**src/rtl/dmem_access_ctrl.sv**
```systemverilog
// dmem_access_ctrl: MEM-stage sequencer turning a load/store into a req/ack
// transaction on a variable-latency data memory.
//   clk, rst          : clock, asynchronous active-high reset
//   mem_read/mem_write: load/store held in EX/MEM
//   size, load_signed : access size (00 byte, 01 half, 1x word), load extension
//   addr, wdata       : byte address, right-aligned store data
//   dmem_*            : registered memory request channel, ack/rdata back
//   stall             : freezes the front of the pipeline while an access runs
//   mem_data          : extended load result towards MEM/WB
//   misalign, bus_err : one-cycle misaligned-access and timeout flags
module dmem_access_ctrl #(
   parameter int TIMEOUT = 255
) (
   input  logic        clk,
   input  logic        rst,
   input  logic        mem_read,
   input  logic        mem_write,
   input  logic [1:0]  size,
   input  logic        load_signed,
   input  logic [31:0] addr,
   input  logic [31:0] wdata,
   output logic        dmem_req,
   output logic        dmem_we,
   output logic [31:0] dmem_addr,
   output logic [31:0] dmem_wdata,
   output logic [3:0]  dmem_be,
   input  logic        dmem_ack,
   input  logic [31:0] dmem_rdata,
   output logic        stall,
   output logic [31:0] mem_data,
   output logic        misalign,
   output logic        bus_err
);
   typedef enum logic [1:0] {IDLE = 2'd0, BUSY = 2'd1, DONE = 2'd2} state_t;
   localparam logic [7:0] CNT_LAST = 8'(TIMEOUT - 1);
   state_t      state, state_nx;
   logic        access, aligned, is_byte, is_half, issue, ack_v, timeout_hit;
   logic [1:0]  a_q, size_q;
   logic        sgn_q;
   logic [7:0]  cnt;
   logic [3:0]  be_nx;
   logic [31:0] wdata_nx, load_ext;
   logic [7:0]  byte_v;
   logic [15:0] half_v;
   assign access = mem_read | mem_write;
   assign ack_v  = dmem_req & dmem_ack;
   always_comb begin
      is_byte  = size == 2'b00;
      is_half  = size == 2'b01;
      aligned  = is_byte | (is_half & ~addr[0]) | (~is_byte & ~is_half & (addr[1:0] == 2'b00));
      be_nx    = is_byte ? 4'b0001 << addr[1:0] : is_half ? 4'b0011 << addr[1:0] : 4'b1111;
      wdata_nx = is_byte ? {4{wdata[7:0]}} : is_half ? {2{wdata[15:0]}} : wdata;
   end
   always_comb begin
      byte_v   = 8'(dmem_rdata >> {a_q, 3'b000});
      half_v   = a_q[1] ? dmem_rdata[31:16] : dmem_rdata[15:0];
      load_ext = size_q == 2'b00 ? {{24{sgn_q & byte_v[7]}}, byte_v} :
                 size_q == 2'b01 ? {{16{sgn_q & half_v[15]}}, half_v} : dmem_rdata;
   end
   always_ff @(posedge clk or posedge rst)
      if (rst) state <= IDLE;
      else     state <= state_nx;
   // stall is gated by rst so an abandoned transaction releases the pipeline at once
   always_comb begin
      state_nx    = state;
      stall       = 1'b0;
      misalign    = 1'b0;
      issue       = 1'b0;
      timeout_hit = 1'b0;
      case (state)
         IDLE: begin
            issue    = access & aligned & ~rst;
            misalign = access & ~aligned & ~rst;
            stall    = issue;
            state_nx = issue ? BUSY : IDLE;
         end
         BUSY: begin
            stall       = ~rst;
            timeout_hit = ~ack_v & (cnt == CNT_LAST);
            state_nx    = (ack_v | timeout_hit) ? DONE : BUSY;
         end
         default: state_nx = IDLE;
      endcase
   end
   always_ff @(posedge clk or posedge rst)
      if (rst) begin
         dmem_req   <= 1'b0;
         dmem_we    <= 1'b0;
         dmem_addr  <= '0;
         dmem_wdata <= '0;
         dmem_be    <= '0;
         mem_data   <= '0;
         bus_err    <= 1'b0;
         cnt        <= '0;
         a_q        <= '0;
         size_q     <= '0;
         sgn_q      <= 1'b0;
      end else begin
         bus_err <= timeout_hit;
         if (issue) begin
            a_q        <= addr[1:0];
            size_q     <= size;
            sgn_q      <= load_signed;
            dmem_addr  <= {addr[31:2], 2'b00};
            dmem_wdata <= wdata_nx;
            dmem_be    <= be_nx;
            dmem_we    <= mem_write;
            dmem_req   <= 1'b1;
            cnt        <= '0;
         end else if (state == BUSY) begin
            if (ack_v) begin
               mem_data <= dmem_we ? 32'd0 : load_ext;
               dmem_req <= 1'b0;
            end else if (timeout_hit) begin
               mem_data <= '0;
               dmem_req <= 1'b0;
            end else begin
               cnt <= cnt + 8'd1;
            end
         end
      end
endmodule

```
**config.mk**
```make
export PLATFORM = sky130hd
export DESIGN_NAME = dmem_access_ctrl
export DESIGN_NICKNAME = d
export VERILOG_FILES = /design/src/rtl/dmem_access_ctrl.sv
export SDC_FILE = /design/constraint.sdc
export NUM_CORES = 1
export LEC_CHECK = 0
export CAP_MARGIN = 30
export CORE_UTILIZATION = 30
export DETAILED_ROUTE_END_ITERATION = 8
export PLACE_DENSITY = 0.67
export SKIP_LAST_GASP = 1
export SLEW_MARGIN = 5
export SYNTH_ARGS = -nofsm -noshare
export SYNTH_HDL_FRONTEND = slang
export SYNTH_SLANG_ARGS = --single-unit
```
**constraint.sdc**
```tcl
create_clock -name clk -period 5.3 [get_ports clk]
set_input_delay 1.06 -clock clk [delete_from_list [all_inputs] [get_ports clk]]
set_output_delay 1.06 -clock clk [all_outputs]
set_load 0.02 [all_outputs]
```
==> impl_metrics.csv <==
group,metric,value,unit
power_and_ir_drop,power_frac_seq,32.2,%
placed_design,dp_hpwl,11800,um
floorplan,rows,49,
placed_design,port_buffers,206,
route,wirelength,16500,um
sta,setup_tns,0,ns
global_routing,antenna_found_initial,0,
synth,yosysWarnings,0,
power_and_ir_drop,power.switching,1.79,mW
floorplan,die_h,138,um
clocking,clk_pin_slew,0.05,ns
synth,synth_edf_count,0,
route,wire_per_inst,17.8,um
power_and_ir_drop,leakage,3.57,nW
sta,hold_violations,0,
synth,synth_compound_area_share,15.1,%
final_layout,mostFrequentLayoutCells,"206 x clkdlybuf4s50_1, 116 x dfrtp_1, 43 x mux2_2, 30 x nand2_1",
sta,slew_headroom,44.0,%
clocking,clock_latency,0.42,ns
route,ant_nets,0,
worst_setup_path,crit_fanout,6,
run,max-cap-violations,0,
global_routing,gr-total-overflow,0,
clocking,cts-root-buf,"clkbuf_16",
synth,synth_area,5570,sq um
sta,fin_hold_ws,0.479,ns
clocking,clock-sinks,116,
final_layout,area_growth_syn_to_layout,51.5,%
route,drt_iter0_markers,254,
floorplan,die_x,138,um
global_routing,grt_pass1_vias,4922,
route,vias,4650,
synth,yosysUniqueCellTypes,49,
global_routing,grtUsageTotal,18.1,%
sta,setup_viol_count_final,0,
clocking,htreeDepth,4,
global_routing,grt_max_degree,67,
sta,fin_worst_skew,0.00499,ns
synth,syn_area_per_cell,11.5,sq um
synth,ys_async_sr_fraction,100,%
power_and_ir_drop,power-per-cell-area,594,nW/um^2
synth,yosys.area_share.simple,10.0,%
sta,worstMarginPinSlew,0.836,ns
placed_design,place_congestion,0.885,
floorplan,num_io_pins,209,
power_and_ir_drop,p_sw_share,35.7,%
synth,synthAdderAreaFrac,1.35,%
route,drc,34,
sta,finalMaxSlewViolations,0,
power_and_ir_drop,ir_worst_vdd,0.000464,V
clocking,numCtsBuffers,17,
worst_setup_path,crit_path_end_kind,"output port",
clocking,clockBufferDepth,2,
final_layout,layout-drive-gt1-share,12.8,%
worst_setup_path,r2r.worst_path.cells,4,
floorplan,die-area,19100,sq um
floorplan,core,18100,sq um
worst_setup_path,critPathRequiredTime,4.24,ns
final_layout,diodes,0,
worst_setup_path,critPathKind,"input port to output port",
final_layout,layout.nets,793,
power_and_ir_drop,p_int,3.23,mW
run_status,violations,"design-rule violations",
synth,synth_seq_area_share,52.1,%
sta,period_needed,4.06,ns
route,via_per_inst,5.03,
floorplan,start_util,30.8,%
min_path,whs_path_depth,2,
clocking,post_cts_resized,0,
power_and_ir_drop,p_clk_share,23.9,%
worst_setup_path,start_kind,"input port",
final_layout,final_common_cell,"clkdlybuf4s50_1",
worst_setup_path,arrival,3.00,ns
synth,synth-main-ff-cell,"dfrtp_1",
route,firstDrtPassIters,9,
sta,rsz0062_at_grt,"false",
synth,synth-xor-area-share,0.314,%
synth,synth_top_family_by_area,"multiplexers",
global_routing,grt_pass1_wl,26700,um
sta,min_period_over_period,76.7,%
synth,synthMuxAreaShare,16.0,%
synth,syn_inst,484,
min_path,hold_path.class,"flip-flop to flip-flop",
run_status,status,"complete, but fails checks",
sta,fmax,246,MHz
clocking,cts_setup_buffers,0,
clocking,tritoncts,"done",
clocking,ctsHoldBuffers,0,
power_and_ir_drop,combPwrFrac,43.9,%
synth,ys_seq_elements,116,
[area by class of cell]
| type | instances | area, sq um |
|---|---|---|
| Sequential cell | 116 | 2900 |
| Tap cell | 229 | 287 |
| Fill cell | 1631 | 9640 |
| Inverter | 25 | 96.3 |
| Clock buffer | 22 | 454 |
| Timing Repair Buffer | 214 | 2160 |
| Multi-Input combinational cell | 309 | 2390 |
| Clock inverter | 10 | 155 |
[flip-flops by register name, indices dropped and copies added, names as in the netlist]
register,flops
size_q,2
sgn_q,1
dmem_be,4
cnt,8
mem_data,32
dmem_wdata,32
dmem_addr,30
dmem_req,1
state,2
dmem_we,1
bus_err,1
a_q,2
[power groups by stage]
stage,Combinational [mW],Sequential (mW),Clock (mW)
after floorplan,0.793,1.98,0
after CTS,2.21,1.62,1.23
after detailed placement,2.21,1.63,0
after global routing,2.35,1.68,1.27
after global placement,2.17,1.61,0
final,2.20,1.62,1.20
[worst max-delay path, cell delays in order]
cell,delay (ns)
clkdlybuf4s50_1,0.59
inv_1,0.12
ha_1,0.26
nand2b_1,0.17
a21boi_0,0.17
clkdlybuf4s50_1,0.63
[stage by stage]
| step | util (%) | power (mW) | setup slack (ns) | area [sq um] | instances |
|---|---|---|---|---|---|
| after global placement | 43.0 | 3.78 | 1.26 | 7780 | 891 |
| after detailed placement | 43.2 | 3.83 | 1.23 | 7810 | 892 |
| after floorplan | - | 2.77 | 1.17 | 5580 | 485 |
| after global routing | 46.7 | 5.30 | 1.16 | 8450 | 925 |
| final | 46.7 | 5.02 | 1.24 | 8450 | 925 |
| after CTS | 46.5 | 5.07 | 1.23 | 8420 | 924 |
[synth_stat cells, types with 11 or more instances]
library cell | number | area (sq um)
a22o_1 | 17 | 149
mux2i_1 | 27 | 270
buf_2 | 16 | 80.1
a221o_1 | 13 | 130
nor2_1 | 15 | 56.3
nand2_1 | 30 | 113
a21oi_1 | 14 | 70.1
inv_1 | 24 | 90.1
o21ai_0 | 27 | 135
o2bb2ai_1 | 11 | 96.3
nand2b_1 | 19 | 119
mux2_2 | 43 | 484
clkbuf_1 | 11 | 41.3
dfrtp_1 | 116 | 2900
[cell families (layout without fill, tap and decap cells)]
| logic type | after synthesis | in the layout |
|---|---|---|
| mux | 76 | 76 |
| compound gates | 115 | 115 |
| simple gates | 108 | 108 |
| fa+ha+maj | 6 | 6 |
| xor+xnor | 2 | 2 |
| buf+inv | 60 | 271 |
| other cells | 1 | 2 |
| flops | 116 | 116 |
[layer usage]
layer  GRT usage (%)  vias to the layer above  part of all wire, %
li1                -                     2146                    -
met1            21.9                     2276                   42
met2            29.0                      208                   48
met3            7.38                       20                  8.5
met4            6.80                        0                  1.9
met5               0                        -                    0
[final timing paths]
check | from | to | slack [ns]
setup / recovery | addr[0] | misalign | 1.24
hold / removal | dmem_be[3] | dmem_be[3] | 0.48
setup reg to reg | a_q[1] | mem_data[0] | 3.01
hold reg to reg | dmem_be[3] | dmem_be[3] | 0.48
max in group asynchronous | rst | dmem_addr[20] | 3.21
min in group asynchronous | rst | dmem_we | 1.18
Note: power is estimated with default switching activity, not from simulation.
